==> config.mk <==
export PLATFORM = sky130hd
export DESIGN_NAME = sad_row_reduce_min
export DESIGN_NICKNAME = d
export VERILOG_FILES = /design/src/rtl/sad_row_reduce_min.sv
export SDC_FILE = /design/constraint.sdc
export NUM_CORES = 2
export LEC_CHECK = 0
export CORE_UTILIZATION = 48
export CTS_CLUSTER_DIAMETER = 30
export DETAILED_ROUTE_END_ITERATION = 8
export PLACE_DENSITY = 0.83
export SLEW_MARGIN = 20
export SYNTH_ARGS = -nofsm -noshare
export SYNTH_HDL_FRONTEND = slang
export SYNTH_SLANG_ARGS = --single-unit
export TNS_END_PERCENT = 20
==> constraint.sdc <==
create_clock -name Clk -period 9.7 [get_ports Clk]
set_clock_uncertainty 0.2 [all_clocks]
set_input_delay 2.425 -clock Clk [delete_from_list [all_inputs] [get_ports Clk]]
set_output_delay 2.425 -clock Clk [all_outputs]
set_load 0.03 [all_outputs]
==> src/rtl/sad_row_reduce_min.sv <==
// SAD row reduction for EX4: 16-lane saturating adder tree, window accumulator and frame minimum tracker.
// Optional early window abort is enabled by defining SAD_EARLY_EXIT_EN.
module sad_row_reduce_min #(
   parameter int DATA_W = 32,
   parameter int ROWS   = 4
) (
   input  logic                 Clk,
   input  logic                 Reset,
   input  logic                 start,
   input  logic                 in_valid,
   input  logic [16*DATA_W-1:0] diff_bus,
   input  logic [DATA_W-1:0]    win_x,
   input  logic [DATA_W-1:0]    win_y,
   output logic [DATA_W-1:0]    min_sad,
   output logic [DATA_W-1:0]    best_x,
   output logic [DATA_W-1:0]    best_y,
   output logic                 result_valid,
   output logic                 busy,
   output logic                 early_abort
);

   localparam int CNT_W = (ROWS > 1) ? $clog2(ROWS) : 1;
   localparam logic [DATA_W-1:0] SAT_MAX = '1;
   localparam logic [CNT_W-1:0]  LAST_ROW = CNT_W'(ROWS - 1);

   function automatic logic [DATA_W-1:0] sat_add(input logic [DATA_W-1:0] a,
                                                 input logic [DATA_W-1:0] b);
      logic [DATA_W:0] s;
      s = {1'b0, a} + {1'b0, b};
      return s[DATA_W] ? SAT_MAX : s[DATA_W-1:0];
   endfunction

   logic [DATA_W-1:0] lane [16];
   logic [DATA_W-1:0] part_c [4];
   logic [CNT_W-1:0]  row_cnt, cnt_base, cnt_next;
   logic              row_first, row_last;

   always_comb begin
      for (int k = 0; k < 16; k++) begin
         lane[k] = diff_bus[k*DATA_W +: DATA_W];
      end
      for (int j = 0; j < 4; j++) begin
         part_c[j] = sat_add(sat_add(lane[4*j], lane[4*j+1]),
                             sat_add(lane[4*j+2], lane[4*j+3]));
      end
   end

   // A row presented together with start is row 0 of the new frame.
   always_comb begin
      cnt_base  = start ? '0 : row_cnt;
      row_first = (cnt_base == '0);
      row_last  = (cnt_base == LAST_ROW);
      cnt_next  = cnt_base;
      if (in_valid) begin
         cnt_next = row_last ? '0 : cnt_base + 1'b1;
      end
   end

   // ---- Stage A: four 4-lane partial sums
   logic [DATA_W-1:0] part_p0 [4];
   logic [DATA_W-1:0] x_p0, y_p0;
   logic              vld_p0, first_p0, last_p0;

   always_ff @(posedge Clk or negedge Reset) begin
      if (!Reset) begin
         row_cnt  <= '0;
         vld_p0   <= 1'b0;
         first_p0 <= 1'b0;
         last_p0  <= 1'b0;
      end else begin
         row_cnt  <= cnt_next;
         vld_p0   <= in_valid;
         first_p0 <= row_first;
         last_p0  <= row_last;
      end
   end

   always_ff @(posedge Clk) begin
      if (in_valid) begin
         part_p0 <= part_c;
         if (row_last) begin
            x_p0 <= win_x;
            y_p0 <= win_y;
         end
      end
   end

   // ---- Stage B: row sum and window accumulation
   logic [DATA_W-1:0] row_sum, acc_sum, acc_next;
   logic [DATA_W-1:0] acc_p1, x_p1, y_p1;
   logic              vld_p1, last_p1, dead_p1, dead_next;

   always_comb begin
      row_sum = sat_add(sat_add(part_p0[0], part_p0[1]), sat_add(part_p0[2], part_p0[3]));
      acc_sum = first_p0 ? row_sum : sat_add(acc_p1, row_sum);
`ifdef SAD_EARLY_EXIT_EN
      begin
         logic dead_in;
         dead_in   = first_p0 ? 1'b0 : dead_p1;
         acc_next  = dead_in ? acc_p1 : acc_sum;
         dead_next = dead_in | (!last_p0 && (acc_sum >= min_sad));
      end
`else
      acc_next  = acc_sum;
      dead_next = 1'b0;
`endif
   end

   always_ff @(posedge Clk or negedge Reset) begin
      if (!Reset) begin
         vld_p1  <= 1'b0;
         last_p1 <= 1'b0;
         dead_p1 <= 1'b0;
         acc_p1  <= '0;
      end else if (start) begin
         vld_p1  <= 1'b0;
         last_p1 <= 1'b0;
         dead_p1 <= 1'b0;
      end else begin
         vld_p1  <= vld_p0;
         last_p1 <= last_p0;
         if (vld_p0) begin
            acc_p1  <= acc_next;
            dead_p1 <= dead_next;
         end
      end
   end

   always_ff @(posedge Clk) begin
      if (vld_p0 && last_p0) begin
         x_p1 <= x_p0;
         y_p1 <= y_p0;
      end
   end

   // ---- Stage C: compare completed window against the frame minimum
   logic win_done;
   logic ea_p2;
   assign win_done = vld_p1 & last_p1;

   always_ff @(posedge Clk or negedge Reset) begin
      if (!Reset) begin
         min_sad      <= SAT_MAX;
         best_x       <= '0;
         best_y       <= '0;
         result_valid <= 1'b0;
         ea_p2        <= 1'b0;
      end else if (start) begin
         min_sad      <= SAT_MAX;
         best_x       <= '0;
         best_y       <= '0;
         result_valid <= 1'b0;
         ea_p2        <= 1'b0;
      end else begin
         result_valid <= win_done;
         ea_p2        <= win_done & dead_p1;
         // Strict less-than: ties keep the earlier window.
         if (win_done && !dead_p1 && (acc_p1 < min_sad)) begin
            min_sad <= acc_p1;
            best_x  <= x_p1;
            best_y  <= y_p1;
         end
      end
   end

`ifdef SAD_EARLY_EXIT_EN
   assign early_abort = ea_p2;
`else
   assign early_abort = 1'b0;
`endif

   assign busy = vld_p0 | vld_p1;

endmodule
# Yosys cells after proc, flatten, opt, wreduce, memory -nomap -nowiden
# Index checks and enable logic that the tools add are counted.
totals:
  reg_bits: 393
  word_cells: 78
classes:
  addsub: 17
  reduce_logical: 9
  n_bitwise: 3
  eq_ne: 1
  muxes: 27
  magnitude_cmp: 1
ops:
  columns: ["op", "n"]
  rows:
  - ["$mux W32", 19]
  - ["$add A32 B32 Y33", 16]
  - ["$lt A32 B32 Y1", 1]
  - ["$mux W2", 3]
  - ["$mux W1", 5]
  - ["$reduce_and A2 Y1", 2]
  - ["$reduce_bool A2 Y1", 2]
  - ["$logic_and A1 B1 Y1", 3]
  - ["$add A2 B1 Y2 const B", 1]
  - ["$eq A2 B2 Y1 const B", 1]
  - ["$logic_not A2 Y1", 1]
  - ["$and A1 B1 Y1", 1]
  - ["$logic_not A1 Y1", 1]
  - ["$not A1 Y1", 1]
  - ["$or A1 B1 Y1", 1]

# Depth between registers and ports, before layout
depth:
  word_depth: 7
  depth_mapped: 38
  ltp_nobuf: 35

# Least setup slack after synthesis
# Ideal clock, no wire load.
synth_path:
  path_kind: "reg2reg"
  start: "register part_p0[64] in the netlist's numbering"
  end: "register acc_p1[22]"
  arrival_ns: 7.562
  stages_incl_launch_ff: 38
  setup_time_ns: 0.124
  slack_ns: 1.814
  cell_sequence: "edfxtp_1 > ha_1 > fa_1 > a211oi_1 > o21ai_1 > a21oi_2 > a21oi_1 > a221oi_2 > o31ai_2 > o211ai_2 > nand3b_1 > a31oi_4 > buf_6 > buf_6 > nand2_1 > ha_1 > a21oi_1 > o21ai_1 > [... 2 more ...] > nor2_1 > o221ai_1 > a21oi_1 > buf_2 > clkbuf_1 > nand2b_1 > ha_1 > or3_1 > a21oi_1 > o21ba_2 > a211oi_2 > o211a_1 > o31ai_2 > a31o_2 > buf_2 > nor3_1 > nor2_1 > o31a_1"
synth_via:
  elab_chain_len: 7
synth_rtl:
  columns: ["element", "line", "rtl"]
  rows:
  - ["start: declaration", "60", "logic [DATA_W-1:0] part_p0 [4];"]
  - ["start signal: assignment", "80", "part_p0 <= part_c;"]
  - ["$add A32 B32 Y33 (*)", "29", "s = {1'b0, a} + {1'b0, b};"]
  - ["$mux W32 (*)", "30", "return s[DATA_W] ? SAT_MAX : s[DATA_W-1:0];"]
  - ["$add A32 B32 Y33 (*)", "29", null]
  - ["$mux W32 (*)", "30", null]
  - ["$add A32 B32 Y33", "29", null]
  - ["$mux W32", "30", null]
  - ["$mux W32 (*)", "95", "acc_sum = first_p0 ? row_sum : sat_add(acc_p1, row_sum);"]
  - ["end signal: assignment", "123", "acc_p1 <= acc_next;"]
  - ["end: declaration", "90", "logic [DATA_W-1:0] acc_p1, x_p1, y_p1;"]
# Mark *: on every way between the ends. The rest lies on a longest branch, timed or not.
# A chain may end at the register's enable or synchronous reset.

# Worst setup path after layout
layout_path:
  start: "register part_p0[0] in the netlist's numbering"
  end: "register acc_p1[31]"
# Same word-level chain as after synthesis.

==> results.json <==
{
  "status": "complete, no violations",
  "dpl_cell_area_um2": 49000,
  "clock_sinks": 392,
  "clkPwrFrac_pct": 16.0,
  "p_switching_mw": 7.79,
  "fp.dieW_um": 294,
  "hold_violations": 0,
  "clock_latency_ns": 0.61,
  "rr_worst_depth": 35,
  "synth.top_cell.area_share_pct": 18.7,
  "netlist_top_cells_area": "edfxtp_1 (19%), ha_1 (17%), nand2_1 (6.8%), dfrtp_1 (6.3%), a21oi_1 (5.4%)",
  "slowest_delay_ns": 0.48,
  "slew-limit-headroom_pct": 27.2,
  "routed_wl_um": 121000,
  "cts_buffers": 73,
  "r2r_start": "part_p0[0]",
  "final_max_slew_viol_count": 0,
  "whs_endpoint": "y_p1[4]",
  "drive_gt1_share_pct": 5.37,
  "grt_max_degree": 102,
  "design.core.area_um2": 84100,
  "synthArstFlopShare_pct": 34.7,
  "overflow": 0,
  "grt_pass1_wl_um": 190000,
  "cts.repair.resized": 0,
  "leakagePower_nw": 22.0,
  "grt_setup_unrepaired": "no",
  "finalSetupViolCount": 0,
  "ctsHtreeMaxLevel": 3,
  "ys_ff_latch": 392,
  "synth_flop_cell": "edfxtp_1",
  "ys_seq_area_share_pct": 27.1,
  "place_congestion": 0.976,
  "clk_path_buf_depth": 3,
  "grt.total_usage_pct": 26.8,
  "finalNetCount": 6699,
  "p_per_area_nw_per_um2": 316,
  "place_inst": 6617,
  "cts_tree": "built",
  "fmaxAchievable_ghz": 0.110,
  "antenna_found_initial": 5,
  "ir_worst_vdd_mv": 0.310,
  "tightest_slew_ns": 1.09,
  "area_growth_pct": 25.7,
  "stdcell_count": 6757,
  "num_vias": 39198,
  "layout_min_cycle_time_ns": 9.05,
  "clk_pin_slew_worst_paths_ns": 0.06,
  "end_kind": "register",
  "die-area_um2": 86700,
  "syn-num-nets": 6035,
  "whs_ns": 0.203,
  "rrSetupSlack_ns": 0.65,
  "grt_pass1_vias": 38013,
  "core.rowCount": 106,
  "preCtsSetupSlack_ns": 0.484,
  "port_buffers": 677,
  "drt_iter0_drc": 2327,
  "tns_ns": 0,
  "cp.arrival_ns": 9.32,
  "ys_types": 107,
  "post-route-cell-area_um2": 51600,
  "root_buffer": "clkbuf_16",
  "cap_violations": 0,
  "syn_area_per_cell_um2": 8.39,
  "synth_edf_count": 256,
  "crit_path_start_kind": "register",
  "drtAntennaViolNets": 0,
  "fillers": 7218,
  "netlist_area_um2": 41000,
  "yosys.area.top_type": "edfxtp_1",
  "hp-class": "reg2reg",
  "hold_depth": 0,
  "swShare_pct": 47.8,
  "initial_core_util_pct": 48.8,
  "die_h_um": 294,
  "yosysWarnings": 0,
  "worstPathRequired_ns": 9.96,
  "drc_errors": 0,
  "wl_per_cell_um": 17.9,
  "p_comb_share_pct": 69.6,
  "crit_type": "reg2reg",
  "intPower_mw": 8.50,
  "dr.pass1.iters": 6,
  "ios": 679,
  "crit_top_cell": "a211oi_1",
  "via_per_inst": 5.80,
  "postCtsSetupBuffers": 0,
  "crit_fanout": 12,
  "slowest_stage": "fa_1",
  "min-delay-start": "y_p0[4]",
  "cts_hold_buf": 0,
  "fin_ws_ns": 0.647,
  "reg2reg_to": "acc_p1[31]",
  "p_seq_share_pct": 14.4,
  "synthCells": 4894,
  "dpl.hpwl_um": 97000,
  "period_share_pct": 93.3
}
## registers in the layout, summed over array words and instances, names as in the netlist, 2 cells and up
| signal | cells |
|---|---|
| acc_p1 | 32 |
| part_p0 | 128 |
| best_x | 32 |
| x_p1 | 32 |
| row_cnt | 2 |
| y_p1 | 32 |
| y_p0 | 32 |
| best_y | 32 |
| x_p0 | 32 |
| min_sad | 32 |
## metrics by stage
stage	power, mW	util [%]
after detailed placement	13.4	58.3
after floorplan	10.6	-
after global routing	17.6	61.4
final	16.3	61.4
after CTS	16.2	61.4
after global placement	13.3	58.3
## layout by cell type (no fill, tap or decap), types with 44 or more instances in the layout
cell and n:
o21ai_0 328, nor2_1 304, nand2_1 738, o21bai_1 53
nor2b_1 55, inv_1 179, xnor2_1 201, nand4_1 49
clkbuf_16 73, and3_1 44, o21a_1 68, clkdlybuf4s50_1 674
a31oi_1 45, ha_1 545, a21o_1 242, nor3_1 85
dfrtp_1 104, xor2_1 172, edfxtp_1 256, nand2b_1 122
nand3_1 89, a211oi_1 65, a21oi_1 437
## cells in the mapped netlist, types with 39 or more instances
cell and count:
xnor2_1 201, xor2_1 172, inv_1 179, and3_1 44
o21a_1 69, nor3_1 85, a21oi_1 441, dfrtp_1 104
a211oi_1 65, buf_2 39, nor2b_1 55, edfxtp_1 256
nand4_1 49, a31oi_1 48, and2_1 44, nand2b_1 123
o21ai_0 329, nand2_1 738, ha_1 545, o21bai_1 53
nand3_1 89, a21o_1 242, nor2_1 304, clkbuf_1 75
## metal layers
| layer | global-route usage (%) | part of all wire (%) | vias up |
|---|---|---|---|
| li1 | - | - | 19338 |
| met1 | 33.1 | 42 | 18342 |
| met2 | 47.6 | 49 | 1291 |
| met3 | 3.59 | 6.1 | 225 |
| met4 | 9.10 | 3.2 | 2 |
| met5 | 0 | 0.011 | - |
## critical path: cells and delay by family (launching register included)
family,cells,cell delay [ns]
AOI/OAI and AO/OA,21,4.75
xor gates and xnor gates,1,0.22
adders and majority gates,5,1.70
buffers and inverters,2,0.31
DFF,1,0.36
and+or+nand+nor,6,1.36
## power by group through the flow
stage | combinational (mW) | clock, mW | sequential (mW)
3_5_place_dp | 11.1 | 0 | 2.36
2_1_floorplan | 8.40 | 0 | 2.23
3_3_place_gp | 10.9 | 0 | 2.36
5_1_grt | 12.5 | 2.73 | 2.36
4_1_cts | 11.2 | 2.65 | 2.33
6_report | 11.3 | 2.61 | 2.34
## worst max path at each step
stage / start / end / cells past startpoint
finish: part_p0[0] / acc_p1[31] / 35
global route: part_p0[0] / acc_p1[31] / 35
CTS: part_p0[0] / acc_p1[31] / 35
detailed placement: diff_bus[384] / part_p0[6] / 26
global placement: diff_bus[384] / part_p0[4] / 26
floorplan: part_p0[64] / acc_p1[22] / 37
## cell families after synthesis
group                    after synthesis  share of synthesized area, %
AO/OA/AOI/OAI                       1598                          25.6
XOR/XNOR                             373                          7.96
adder cells (fa/ha/maj)              561                          17.4
buffers and inverters                310                          3.17
flip-flops                           392                          27.1
multiplexers                          14                         0.344
other                                  1                       0.00914
AND/OR/NAND/NOR                     1645                          18.4
## layout make-up
class	instances	area, um^2	area share [%]
multi-input cells	4192	28700	55.6
flip-flops and latches	392	11100	21.6
repair buffers	718	7110	13.8
clock buffers	80	1850	3.59
well taps	1134	1420	2.75
clock inverters	56	734	1.42
inverters	181	679	1.32
diodes	4	10.0	0.0194
Note: power is estimated with default switching activity, not from simulation.
